<file path="src/rtl/uart_pkg.sv">
// Shared encodings, FSM states and helpers for the UART receive path.
package uart_pkg;

  localparam logic [1:0] DB_5 = 2'b00;
  localparam logic [1:0] DB_6 = 2'b01;
  localparam logic [1:0] DB_7 = 2'b10;
  localparam logic [1:0] DB_8 = 2'b11;

  localparam logic [1:0] PAR_NONE = 2'b00;
  localparam logic [1:0] PAR_EVEN = 2'b01;
  localparam logic [1:0] PAR_ODD  = 2'b10;

  localparam int PAR_ERR = 1;
  localparam int FRM_ERR = 0;

  typedef enum logic [2:0] {
    IDLE,
    START,
    DATA,
    PARITY,
    STOP
  } rx_state_t;

  function automatic logic maj3(input logic a, input logic b,
                                input logic c);
    return (a & b) | (a & c) | (b & c);
  endfunction

  function automatic logic [2:0] last_idx(input logic [1:0] db);
    logic [2:0] r;
    r = 3'd7;
    unique case (db)
      DB_5: r = 3'd4;
      DB_6: r = 3'd5;
      DB_7: r = 3'd6;
      DB_8: r = 3'd7;
      default: r = 3'd7;
    endcase
    return r;
  endfunction

endpackage

</file>
<file path="src/rtl/sync_fifo.sv">
// First-word-fall-through synchronous FIFO; a write on full is accepted
// only when a read frees a slot in the same cycle, otherwise it is dropped.
module sync_fifo #(
  parameter int W  = 10,
  parameter int AW = 4
) (
  input  logic         clk,
  input  logic         reset,
  input  logic         wr,
  input  logic [W-1:0] wdata,
  input  logic         rd,
  output logic [W-1:0] rdata,
  output logic         empty,
  output logic         full,
  output logic         drop
);

  localparam int D = 1 << AW;

  logic [W-1:0] mem [D];
  logic [AW:0]  wp;
  logic [AW:0]  rp;
  logic         do_wr;
  logic         do_rd;

  assign empty = (wp == rp);
  assign full  = (wp[AW] != rp[AW]) &&
                 (wp[AW-1:0] == rp[AW-1:0]);
  assign do_rd = rd && !empty;
  assign do_wr = wr && (!full || do_rd);
  assign drop  = wr && !do_wr;
  assign rdata = empty ? '0 : mem[rp[AW-1:0]];

  always_ff @(posedge clk) begin
    if (do_wr) mem[wp[AW-1:0]] <= wdata;
  end

  always_ff @(posedge clk or posedge reset) begin
    if (reset) begin
      wp <= '0;
      rp <= '0;
    end else begin
      if (do_wr) wp <= wp + 1'b1;
      if (do_rd) rp <= rp + 1'b1;
    end
  end

endmodule

</file>
<file path="src/rtl/uart_rx_path.sv">
// UART receive path: synchroniser, baud tick generator, framing FSM with
// parity/stop options, and an error-tagged FWFT receive FIFO.
module uart_rx_path
  import uart_pkg::*;
#(
  parameter int NB_DATA = 8,
  parameter int S_TICK  = 16,
  parameter int DIV_W   = 16,
  parameter int FIFO_W  = 4
) (
  input  logic               clk,
  input  logic               reset,
  input  logic               rx,
  input  logic [DIV_W-1:0]   divisor,
  input  logic [1:0]         data_bits,
  input  logic [1:0]         parity_mode,
  input  logic               stop_bits,
  input  logic               rd,
  input  logic               clr_overrun,
  output logic [NB_DATA-1:0] r_data,
  output logic [1:0]         r_err,
  output logic               empty,
  output logic               full,
  output logic               overrun,
  output logic               busy
);

  localparam int SW = $clog2(S_TICK);
  localparam logic [SW-1:0] T_S0  = SW'(S_TICK/2 - 1);
  localparam logic [SW-1:0] T_S1  = SW'(S_TICK/2);
  localparam logic [SW-1:0] T_S2  = SW'(S_TICK/2 + 1);
  localparam logic [SW-1:0] T_END = SW'(S_TICK - 1);

  logic [1:0]         sync;
  logic               rs;
  logic [DIV_W-1:0]   cnt;
  logic               tick;
  rx_state_t          state;
  rx_state_t          state_n;
  logic [SW-1:0]      s_cnt;
  logic [2:0]         n_cnt;
  logic               stop_n;
  logic [7:0]         sr;
  logic               s0;
  logic               s1;
  logic               frm_q;
  logic               par_q;
  logic               armed;
  logic [1:0]         cfg_db;
  logic [1:0]         cfg_par;
  logic               cfg_stop;
  logic               start_det;
  logic               at_vote;
  logic               at_end;
  logic               vote;
  logic               last_bit;
  logic               last_stop;
  logic               par_en;
  logic               push;
  logic               drop;
  logic [NB_DATA+1:0] wdata;
  logic [NB_DATA+1:0] fdata;

  assign rs = sync[1];

  always_ff @(posedge clk or posedge reset) begin
    if (reset) sync <= 2'b11;
    else       sync <= {sync[0], rx};
  end

  // Compare with >= so a shrinking divisor never lets cnt run past it.
  assign tick = (cnt >= divisor);

  always_ff @(posedge clk or posedge reset) begin
    if (reset)     cnt <= '0;
    else if (tick) cnt <= '0;
    else           cnt <= cnt + 1'b1;
  end

  // The line must be seen high before a new start is accepted, so a
  // break produces one framing-error word instead of a stream of them.
  assign start_det = (state == IDLE) && !rs && armed;
  assign at_vote   = tick && (s_cnt == T_S2);
  assign at_end    = tick && (s_cnt == T_END);
  assign vote      = maj3(s0, s1, rs);
  assign last_bit  = (n_cnt == last_idx(cfg_db));
  assign last_stop = !cfg_stop || stop_n;
  assign par_en    = (cfg_par == PAR_EVEN) ||
                     (cfg_par == PAR_ODD);
  assign busy      = (state != IDLE);

  always_ff @(posedge clk or posedge reset) begin
    if (reset) state <= IDLE;
    else       state <= state_n;
  end

  always_comb begin
    state_n = state;
    push    = 1'b0;
    unique case (state)
      IDLE:   if (start_det) state_n = START;
      START: begin
        if (at_vote && vote) state_n = IDLE;
        else if (at_end)     state_n = DATA;
      end
      DATA: begin
        if (at_end && last_bit)
          state_n = par_en ? PARITY : STOP;
      end
      PARITY: if (at_end) state_n = STOP;
      STOP: begin
        if (at_vote && last_stop) begin
          push    = 1'b1;
          state_n = IDLE;
        end
      end
      default: state_n = IDLE;
    endcase
  end

  always_ff @(posedge clk or posedge reset) begin
    if (reset) begin
      s_cnt    <= '0;
      n_cnt    <= '0;
      stop_n   <= 1'b0;
      sr       <= '0;
      s0       <= 1'b1;
      s1       <= 1'b1;
      frm_q    <= 1'b0;
      par_q    <= 1'b0;
      armed    <= 1'b1;
      cfg_db   <= DB_8;
      cfg_par  <= PAR_NONE;
      cfg_stop <= 1'b0;
    end else begin
      if (rs) armed <= 1'b1;
      if (start_det) begin
        armed    <= 1'b0;
        s_cnt    <= '0;
        n_cnt    <= '0;
        stop_n   <= 1'b0;
        sr       <= '0;
        frm_q    <= 1'b0;
        par_q    <= 1'b0;
        cfg_db   <= data_bits;
        cfg_par  <= parity_mode;
        cfg_stop <= stop_bits;
      end else if (tick && state != IDLE) begin
        s_cnt <= (s_cnt == T_END) ? '0 : s_cnt + 1'b1;
        if (s_cnt == T_S0) s0 <= rs;
        if (s_cnt == T_S1) s1 <= rs;
        if (s_cnt == T_S2) begin
          unique case (state)
            DATA:   sr[n_cnt] <= vote;
            PARITY: par_q <= vote ^ (^sr) ^
                             (cfg_par == PAR_ODD);
            STOP:   if (!vote) frm_q <= 1'b1;
            default: ;
          endcase
        end
        if (s_cnt == T_END) begin
          if (state == DATA) n_cnt  <= n_cnt + 1'b1;
          if (state == STOP) stop_n <= 1'b1;
        end
      end
    end
  end

  always_comb begin
    wdata = '0;
    wdata[NB_DATA-1:0]       = NB_DATA'(sr);
    wdata[NB_DATA + PAR_ERR] = par_q;
    wdata[NB_DATA + FRM_ERR] = frm_q | ~vote;
  end

  sync_fifo #(
    .W  (NB_DATA + 2),
    .AW (FIFO_W)
  ) u_fifo (
    .clk   (clk),
    .reset (reset),
    .wr    (push),
    .wdata (wdata),
    .rd    (rd),
    .rdata (fdata),
    .empty (empty),
    .full  (full),
    .drop  (drop)
  );

  assign r_data = fdata[NB_DATA-1:0];
  assign r_err  = {fdata[NB_DATA + PAR_ERR],
                   fdata[NB_DATA + FRM_ERR]};

  always_ff @(posedge clk or posedge reset) begin
    if (reset)            overrun <= 1'b0;
    else if (drop)        overrun <= 1'b1;
    else if (clr_overrun) overrun <= 1'b0;
  end

endmodule
</file>
<file path="config.mk">
export PLATFORM = sky130hd
export DESIGN_NAME = uart_rx_path
export DESIGN_NICKNAME = d
export VERILOG_FILES = /design/src/rtl/uart_pkg.sv /design/src/rtl/sync_fifo.sv /design/src/rtl/uart_rx_path.sv
export SDC_FILE = /design/constraint.sdc
export NUM_CORES = 1
export LEC_CHECK = 0
export BUFFER_PORTS_ARGS = -buffer_cell sky130_fd_sc_hd__buf_2
export CORE_ASPECT_RATIO = 0.8
export CORE_MARGIN = 1.5
export CORE_UTILIZATION = 41
export CTS_CLUSTER_SIZE = 12
export DETAILED_ROUTE_END_ITERATION = 8
export GPL_TIMING_DRIVEN = 0
export PLACE_DENSITY = 0.53
export SETUP_SLACK_MARGIN = 0.2
export SLEW_MARGIN = 20
export SYNTH_ARGS = -nofsm -noshare
export SYNTH_HDL_FRONTEND = slang
export SYNTH_HIERARCHICAL = 1
export SYNTH_SLANG_ARGS = --single-unit
export TNS_END_PERCENT = 10
</file>
<file path="constraint.sdc">
create_clock -name clk -period 9.26 [get_ports clk]
set_input_delay 0 -clock clk [delete_from_list [all_inputs] [get_ports clk]]
set_output_delay 0 -clock clk [all_outputs]
set_load 0.02 [all_outputs]
</file>
# ---- Word-level counts from Yosys, hierarchy flattened
# Memories as Yosys holds them, arrays and structs flattened.
# Cells that the tools add are included.
dict set report totals {
  input_bits 26
  output_inout_bits 14
  wordCells 147
  latchBits 0
  romBits 0
  ramBits 160
  mem_count 1
  ff_bits 58
}
dict set report op_classes {
  n_shift 0
  n_lt_le_gt_ge 3
  n_bitwise 10
  n_eq_ne 23
  n_mul 0
  add_sub_neg 5
  n_reduce_logical 41
  n_mux 46
  div 0
}
# name words width rd rd_ports_with_merged_regs write_ports line
set memory_table {}
lappend memory_table {u_fifo.mem 16 10 1 0 1 sync_fifo.sv:20} ;# logic [W-1:0] mem [D];
# cell count
set ops {}
lappend ops {{3-bit two-way mux} 11}
lappend ops {{8-bit two-way mux} 4}
lappend ops {{1-bit two-way mux} 22}
lappend ops {{3-bit AND reduction} 6}
lappend ops {{16-bit by 1-bit adder with 16-bit output (second input constant)} 1}
lappend ops {{16-bit >= comparator} 1}
lappend ops {{16-bit two-way mux} 1}
lappend ops {{2-bit nonzero test} 8}
lappend ops {{3-bit one-hot mux with 5 select lines} 1}
lappend ops {{1-bit logical AND} 13}
lappend ops {{4-bit equality test (second input constant)} 3}
lappend ops {{4-bit two-way mux} 3}
lappend ops {{3-bit one-hot mux with 4 select lines} 1}
lappend ops {{5-bit by 1-bit adder with 5-bit output (second input constant)} 2}
lappend ops {{10-bit two-way mux} 1}
lappend ops {{2-bit inequality test (second input constant)} 5}
lappend ops {{8-bit bitwise mux} 1}
lappend ops {{8-bit parity} 1}
lappend ops {{2-bit equality test (second input constant)} 3}
lappend ops {{3-bit by 2-bit equality test with 1-bit output (second input constant)} 2}
lappend ops {{5-bit equality test} 1}
lappend ops {{1-bit zero test} 5}
lappend ops {{5-bit AND reduction} 1}
lappend ops {{4-bit by 1-bit adder with 4-bit output (second input constant)} 1}
lappend ops {{21 further kinds} 30}

# ---- Longest topological paths before layout
# Gate-level depths: netlist of run 1.
dict set report depth {
  word_depth 9
  ltp_mapped 13
  depth_no_buf 10
}

# ---- By module
# The synthesis of run 1 kept the hierarchy.
# mod area_per_inst_um2 seq_area_each_um2 instances cells_per_inst
set by_module_without_submodules {}
lappend by_module_without_submodules {sync_fifo 6780.3 5054.8 1 321}
lappend by_module_without_submodules {uart_rx_path 2942.8 1209.9 1 318}

# ---- Least setup slack after synthesis of run 1
# OpenSTA, ideal clock, no wires.
dict set report synth_path {
  path_type {reg2reg}
  from {register cnt[11]}
  to {memory u_fifo.mem[3][0], enable pin}
  setup_ns 0.390
  arrival_time_ns 3.357
  synth_period_minus_slack_ns 3.747
  t_required_ns 8.870
  path_stages_with_launch 11
  path_slack_ns 5.513
  cell_sequence {dfrtp_1 ha_1 and4_1 nand2_1 or4_4 and3_1 buf_6 buf_6 nor4_2 o311ai_4 nor3_1}
}
dict set report synth_between {
  elab_chain_cells 8
}
# element line
set synth_rtl {}
lappend synth_rtl {{start: declaration} uart_rx_path.sv:36} ;# logic [DIV_W-1:0] cnt;
lappend synth_rtl {{start signal: assignment} uart_rx_path.sv:77} ;# else cnt <= cnt + 1'b1;
lappend synth_rtl {{16-bit >= comparator} uart_rx_path.sv:72} ;# assign tick = (cnt >= divisor);
lappend synth_rtl {{1-bit logical AND} uart_rx_path.sv:83} ;# assign at_vote = tick && (s_cnt == T_S2);
lappend synth_rtl {{1-bit logical AND} uart_rx_path.sv:112} ;# if (at_vote && last_stop) begin
lappend synth_rtl {{1-bit two-way mux} uart_rx_path.sv:112}
lappend synth_rtl {{1-bit two-way mux} uart_rx_path.sv:100} ;# unique case (state)
lappend synth_rtl {{net push} uart_rx_path.sv:59} ;# logic push;
lappend synth_rtl {{1-bit logical AND} sync_fifo.sv:30} ;# assign do_wr = wr && (!full || do_rd);
lappend synth_rtl {{1-bit two-way mux} sync_fifo.sv:35} ;# if (do_wr) mem[wp[AW-1:0]] <= wdata;
lappend synth_rtl {{1-bit two-way mux (implied by the code)} sync_fifo.sv:35}
lappend synth_rtl {{end: declaration} sync_fifo.sv:20}
# The timed path passes the listed nets, and every way through them passes these cells.

# ---- Final worst setup path of run 1
dict set report layout_path {
  from {register cnt[11]}
  to {memory u_fifo.mem[2][6], enable pin}
}
# The elaborated chain is that of the path after synthesis.

==> out/results.txt, run 1 <==
The flow ran to the end, and the final reports show no timing, DRC or antenna violations. Synthesis-to-finish area growth: 15.2%. The chip height was 141 um.

STA puts the critical path data arrival time at 4.52 ns. Counting I/O delays and the setup requirement, the final critical path takes 4.37 ns. The run gives 218 as the total clock sinks. The count of yosys warnings during synthesis is 6, and the area of the core is 23300 sq um. The tools report the detailed router's first-iteration violation count as 494. Hold-fix buffer count after cts: 10. The number of ports placed on the die boundary is 40. The total number of H-tree levels came out at 1. From left edge to right edge, the die measures 175 um.

Among all stages on the critical path, the largest delay is contributed by or4_4. For the worst-case headroom to the max-slew limit, the log shows 0.278. The first-pass GRT wire length was 34000 um; the register clock-pin slew on the reported worst setup and hold paths was 0.06 ns.

For the fraction of the core area covered by cells at the end of the flow, the log shows 0.480. The clock arrives with 0.0111 ns of skew. The final setup violation count came out at 0. The most numerous cell type found on the critical path is buf_6.

The global routing usage summed across all routing layers is 0.183. The ratio of cells with drive above 1 in the final layout works out to 0.213. For the gate count of the mapped netlist, the log shows 639. Counting the fill cells in the layout gives 2015. The most frequent standard cell in the layout excluding fill and tap cells is edfxtp_1. Clock tree synthesis inserted a total of 24 buffers.

Across all hold checks on the routed design, the worst slack comes to 0.0427 ns. The tools report the total placed instance area as 10300 sq um. Summing all non-filler instances in the final layout gives an area of 11200 sq um.

The signal on the critical path passes through ha_1 > and4_1 > nand2_1 > or4_4 > and3_1 > buf_6 > buf_6 > nor4_2 > o31a_1 > buf_6 > and3_1. The worst hold path belongs to the class input port to async pin. STA classifies the critical path startpoint as a flip-flop.

Setup repair after global routing left no endpoint under its margin. The setup path with the least slack is of type flip-flop to flip-flop. The total overflow reported by the global router was 0; the actual transition at the worst max-transition pin was 1.08 ns. Number of slew-limit violations in the final report: 0.

The completed layout was analyzed and its total power is 2.74 mW. The mapped netlist covers 9720 sq um. The final route contains 5678 vias.

Cell family with the largest share of critical-path delay: simple AND/OR/NAND/NOR gates. Prior to clock tree synthesis, the placed netlist has a worst setup slack of 4.89 ns. The flip-flop and latch count after synthesis came out at 218. The power per standard cell area came out at 245 nW/um^2. In the layout the commonest cells are edfxtp_1, dfrtp_1, buf_2, mux4_2, nand2_1. Number of global-route vias before repair: 5886. In the synthesized netlist the dominant register cell turns out to be edfxtp_1.

The clock insertion delay at the later pin of the skew report is 0.51 ns, and the count of buffer and inverter cells on the critical path is 3. STA classifies the critical path endpoint as a flip-flop. The tools report the first-pass iteration count of the detailed router as 6. The run gives 21600 um as the final routed wirelength across all metal layers. The floorplan step defined a die boundary enclosing 24700 sq um. The tools report the buffer count from post-CTS setup fixing as 0.

TritonCTS built the clock tree. The sequential share of the synthesized area is 0.644. The tools report the required arrival time at the worst endpoint as 9.40 ns. For the starting density of the core, the log shows 0.417.

The worst path meets setup with 4.89 ns of slack. For the initial antenna violation count, the log shows 0. The initialized floorplan defines 50 standard-cell rows. The maximum VDD drop is 0.000116 V, and the final-stage net count is 769. Summed over all cells, the static leakage comes to 4.12 nW. After detailed routing, the number of vias per cell comes to 5.43. The final critical-path share of the clock period was 0.472. The synthesized netlist contains 61 unique library cells.

Hold violation total from the final report: 0. In the final timing run, aggregate negative setup slack is 0 ns. After detailed routing, the number of remaining DRC violations is 0.

The average size of a mapped cell works out to 15.2 sq um. In this run, placement finished with an instance count of 992. The cell sitting at the root of the clock tree is a clkbuf_16.

The tools report the number of standard cells in the layout, taps in and fillers out as 1046. Entering global routing, the biggest net connects 33 pins. During placement, the flow inserted port buffers numbering 39.

The run gives 0 as the reported max-cap violation count. Yosys mapped a number of flops with a built-in enable equal to 160. The number of nets handed over by synthesis was 692. The post-detailed-route wirelength per cell came out at 20.7 um.

The proportion of synthesized flip-flops having asynchronous set or reset is 0.266. In this run the worst path has a maximum fanout of 10. The number of gates resized after CTS was 0.

The largest single stage delay on the critical path is 0.60 ns. The maximum operating frequency came out at 229 MHz. Routability-driven placement finished with a final weighted congestion of 0.828. The clock passes through at most 3 buffers.

Once detailed placement completed, the half-perimeter wirelength came to 14400 um. The count of nets left with antenna violations once routing finished came out at 0. The tools report the number of antenna cells inserted as 0.
==> area by class of cell <==
class	count	area (sq um)	share of cell area
well taps	312	390	0.0348
repair buffers	51	323	0.0288
clock inverters	7	65.1	0.00581
flip-flops and latches	218	6260	0.559
inverters	28	105	0.00938
clock buffers	37	691	0.0616
multi-input cells	363	3200	0.285
plain buffers	30	168	0.0150
==> tightest hold or removal path: cells and delay by family <==
| family | cells | cell delay, ns |
|---|---|---|
| buffers and inverters | 3 | 0.97 |
==> state kept, by name, summed over array words and instances, names as in the netlist, 2 cells and up <==
register    count
cfg_db          2
cfg_par         2
cnt            16
n_cnt           3
s_cnt           4
sr              8
state           3
sync            2
u_fifo/mem    160
u_fifo/rp       5
u_fifo/wp       5
==> cells by family (layout without fill, tap and decap cells) <==
group,count (synthesis),in the layout,synth area share
AND/OR/NAND/NOR,165,165,0.0901
adder cells (fa/ha/maj),28,28,0.0358
buffers and inverters,58,153,0.0281
multiplexers,45,45,0.0982
flip-flops,218,218,0.644
AO/OA/AOI/OAI,85,85,0.0625
XOR/XNOR,40,40,0.0410
==> power by group <==
group          switching [mW]  internal (mW)  leakage (nW)
clock network           0.365          0.540         0.356
registers              0.0480           1.10          2.18
logic                   0.422          0.272          1.59
==> cell usage after synthesis (17+ instances only) <==
master      n  area, sq um
inv_1      28          105
xnor2_1    18          158
a22oi_1    20          150
mux4_2     40          901
nand2_1    37          139
nor2_1     34          128
dfrtp_1    51         1280
ha_1       27          338
edfxtp_1  160         4800
xor2_1     17          149
a21oi_1    22          110
and3_1     19          119
nand3_1    18         90.1
==> layer usage <==
| layer | part of all wire | global-route usage | wire length (um) |
|---|---|---|---|
| met1 | 0.46 | 0.259 | 10000 |
| met2 | 0.49 | 0.303 | 10500 |
| met3 | 0.035 | 0.0262 | 758 |
| met4 | 0.017 | 0.0373 | 375 |
| met5 | 0 | 0 | 0 |
==> worst paths after layout <==
check	depth (start not counted)	start	end	slack (ns)
worst max-delay path	11	cnt[11]	u_fifo/mem[2][6]	4.89
worst min-delay path	3	reset	u_fifo/rp[1]	0.04
worst max register to register	11	cnt[11]	u_fifo/mem[2][6]	4.89
worst min register to register	0	sync[0]	sync[1]	0.35
max in group asynchronous	4	reset	sync[0]	8.63
min in group clk	2	rx	sync[0]	0.14
Power figures use the tool's default switching activity.
==> run 2: changes to the inputs <==
--- a/config.mk
+++ b/config.mk
@@ -12,7 +12,7 @@
 export CTS_CLUSTER_SIZE = 12
 export DETAILED_ROUTE_END_ITERATION = 8
 export GPL_TIMING_DRIVEN = 0
-export PLACE_DENSITY = 0.53
+export PLACE_DENSITY = 0.55
 export SETUP_SLACK_MARGIN = 0.2
 export SLEW_MARGIN = 20
 export SYNTH_ARGS = -nofsm -noshare
==> constraint.sdc (replaced) <==
create_clock -name clk -period 3.7 [get_ports clk]
set_input_delay 0 -clock clk [delete_from_list [all_inputs] [get_ports clk]]
set_output_delay 0 -clock clk [all_outputs]
set_load 0.02 [all_outputs]
==> out/results.txt, run 2 (same netlist as run 1, synthesis figures left out) <==
The number of placed instances, taps included came out at 991 (was 992). The tools report the detailed router's first-iteration violation count as 545 (was 494). The worst hold path class was input port to async pin (unchanged). The maximum VDD drop is 0.000289 V (was 0.000116 V). For the met3 wirelength from detailed routing, the log shows 1000 um (was 758 um). Setup repair after global routing could not meet its margin everywhere. The top routing layer in use was met4 (unchanged). The tools report the total clock sinks as 218 (unchanged). The run finished with clean final reports. The actual transition at the worst max-transition pin came out at 0.901 ns (was 1.08 ns). The logs give 24 (unchanged) for the total CTS buffers and 35100 um (was 34000 um) for the first-pass GRT wire length.

The critical path data arrival time came out at 3.67 ns (was 4.52 ns). The reported max-cap violation count is 0 (unchanged), and the power per standard cell area is 596 nW/um^2 (was 245 nW/um^2). For the leakage power of the design, the log shows 4.19 nW (was 4.12 nW). Required arrival time at the worst endpoint: 3.92 ns (was 9.40 ns). The most frequent standard cell in the layout excluding fill and tap cells was edfxtp_1 (unchanged). The number of antenna cells inserted came out at 0 (unchanged). The finished layout cell area is 11600 sq um (was 11200 sq um), and the worst-path maximum fanout is 10 (unchanged). The run gives 28 (was 33) as the largest net degree at the start of global routing. Register clock-pin slew on the reported worst setup and hold paths: 0.06 ns (about the same).

The clock root buffer was clkbuf_16 (unchanged). Count of standard-cell rows: 50 (unchanged). The logs give 23300 sq um (unchanged) for the area of the core and 0 (unchanged) for the count of unresolved DRC violations after routing. The critical path endpoint category was a flip-flop (unchanged).

Final-stage net count: 796 (was 769). The kind of start point of the critical path was a flip-flop (unchanged). The global routing usage summed across all routing layers is 0.189 (was 0.183), and the maximum root-to-sink buffer count is 3 (unchanged). The number of standard cells in the layout, taps in and fillers out is 1073 (was 1046). The total vias in the final route was 5891 (was 5678); the final routed wirelength across all metal layers was 22500 um (was 21600 um). The number of global-route vias before repair is 5997 (was 5886), and the synthesis-to-finish area growth is 19.3% (was 15.2%).

The run gives 290 MHz (was 229 MHz) as the maximum operating frequency. The antenna violation net count after detailed routing came out at 0 (unchanged). The post-detailed-placement half-perimeter wirelength is 14100 um (was 14400 um), and the horizontal die dimension is 175 um (unchanged).

The die area was 24700 sq um (unchanged); the time the worst path needs with I/O delays and setup was 3.45 ns (was 4.37 ns). The number of port buffers was 39 (unchanged). The chip height was 141 um (unchanged). For the first-pass iteration count of the detailed router, the log shows 5 (was 6).

The initial antenna violation count is 0 (unchanged). TritonCTS built the clock tree. The ratio of cells with drive above 1 in the final layout was 0.271 (was 0.213); the total number of H-tree levels was 1 (unchanged).

The tools report the number of ports placed on the die boundary as 40 (unchanged). The post-detailed-route wirelength per cell was 21.0 um (was 20.7 um). For the worst-case headroom to the max-slew limit, the log shows 0.395 (was 0.278). The mean number of vias per cell works out to 5.49 (was 5.43). The final critical-path share of the clock period was 0.932 (was 0.472).

For the hold violation total from the final report, the log shows 0 (unchanged). The type of the worst setup path was flip-flop to flip-flop (unchanged). The number of flip-flops under the largest register name came out at 160 (unchanged).

Total overflow reported by the global router: 0 (unchanged). The final setup violation count is 0 (unchanged). The starting density of the core is 0.417 (unchanged). Number of slew-limit violations in the final report: 0 (unchanged).

The number of inserted filler cells in the final layout is 1957 (was 2015). The total placed instance area was 10300 sq um (about the same). The last weighted congestion value of the routability-driven placer came out at 0.868 (was 0.828). For the clock insertion delay at the later pin of the skew report, the log shows 0.52 ns (was 0.51 ns). Commonest cells after routing, fill and taps aside: edfxtp_1, buf_2, dfrtp_1, mux4_2, nand2_1 (was edfxtp_1, dfrtp_1, buf_2, mux4_2, nand2_1).

The sum of met2 wire segment lengths after detailed routing came out at 10600 um (was 10500 um). Total routed wire length on the met1 layer: 10600 um (was 10000 um). For the worst clock skew, the log shows 0.0208 ns (was 0.0111 ns).
-- run 2: cell count changes in the layout (fill, tap and decap cells not counted), sizes merged --
cell,before,now
clkinvlp,3,0
clkinv,3,10
buf,59,75
dlygate4sd3,10,9
and3,19,31
clkbuf,49,45
-- run 2: path summary, 6_finish.rpt --
check	end	from	depth (start not counted)	slack, ns
worst max-delay path	u_fifo/mem[11][5]	cnt[13]	13	0.25
worst min-delay path	u_fifo/rp[1]	reset	3	0.04
worst max register to register	u_fifo/mem[11][5]	cnt[13]	13	0.25
worst min register to register	sync[1]	sync[0]	0	0.36
max in group asynchronous	state[1]	reset	4	3.08
min in group clk	sync[0]	rx	2	0.13
-- run 2: metal layers --
| layer | GRT usage | vias up |
|---|---|---|
| li1 | - | 2692 |
| met1 | 0.273 | 3004 |
| met2 | 0.307 | 168 |
| met3 | 0.0278 | 27 |
| met4 | 0.0364 | 0 |
| met5 | 0 | - |
-- run 2: worst max-delay path, cell delays in order (launching register included) --
cell	delay (ns)
dfrtp_1	0.42
ha_1	0.31
and4_4	0.26
nand4_1	0.12
or4_4	0.56
and3_1	0.21
buf_6	0.15
buf_6	0.15
nor4_4	0.18
buf_4	0.18
o311ai_4	0.15
buf_12	0.18
nor2b_4	0.14
buf_12	0.14
-- run 2: what timing repair did --
action                                 4_1_cts  5_1_grt
gates resized for setup                     43        4
gates cloned                                13        0
setup endpoints to repair                  163      161
buffers inserted                            14        2
pin swaps                                    2        2
hold buffers                                 9        0
endpoints found under the hold margin       68        0
-- run 2: cell type report --
cell class                      instances  area [sq um]  area share
Sequential cell                       218          6270       0.540
Clock inverter                         11          87.6     0.00755
Inverter                               28           105     0.00906
Clock buffer                           33           654      0.0564
Timing Repair Buffer                   66           499      0.0430
Multi-Input combinational cell        375          3430       0.296
Buffer                                 30           168      0.0145
Tap cell                              312           390      0.0336
-- run 2: metrics by stage --
stage	utilization	setup TNS (ns)	hold slack (ns)	setup WS, ns	total power [mW]
6_report	0.497	0	0.0364	0.250	6.91
2_1_floorplan	-	0	-0.160	0.133	4.17
4_1_cts	0.496	0	0.0262	0.206	6.97
3_3_place_gp	0.442	-65.11	0.0166	-0.539	4.68
5_1_grt	0.497	0	0.0626	0.197	7.25
3_5_place_dp	0.443	-76.45	0.0266	-0.671	4.72
-- run 2: where the power goes --
part	switching (mW)	leakage (nW)	internal, mW
sequential	0.118	2.12	2.75
clock	0.929	0.368	1.31
combinational	1.11	1.70	0.708
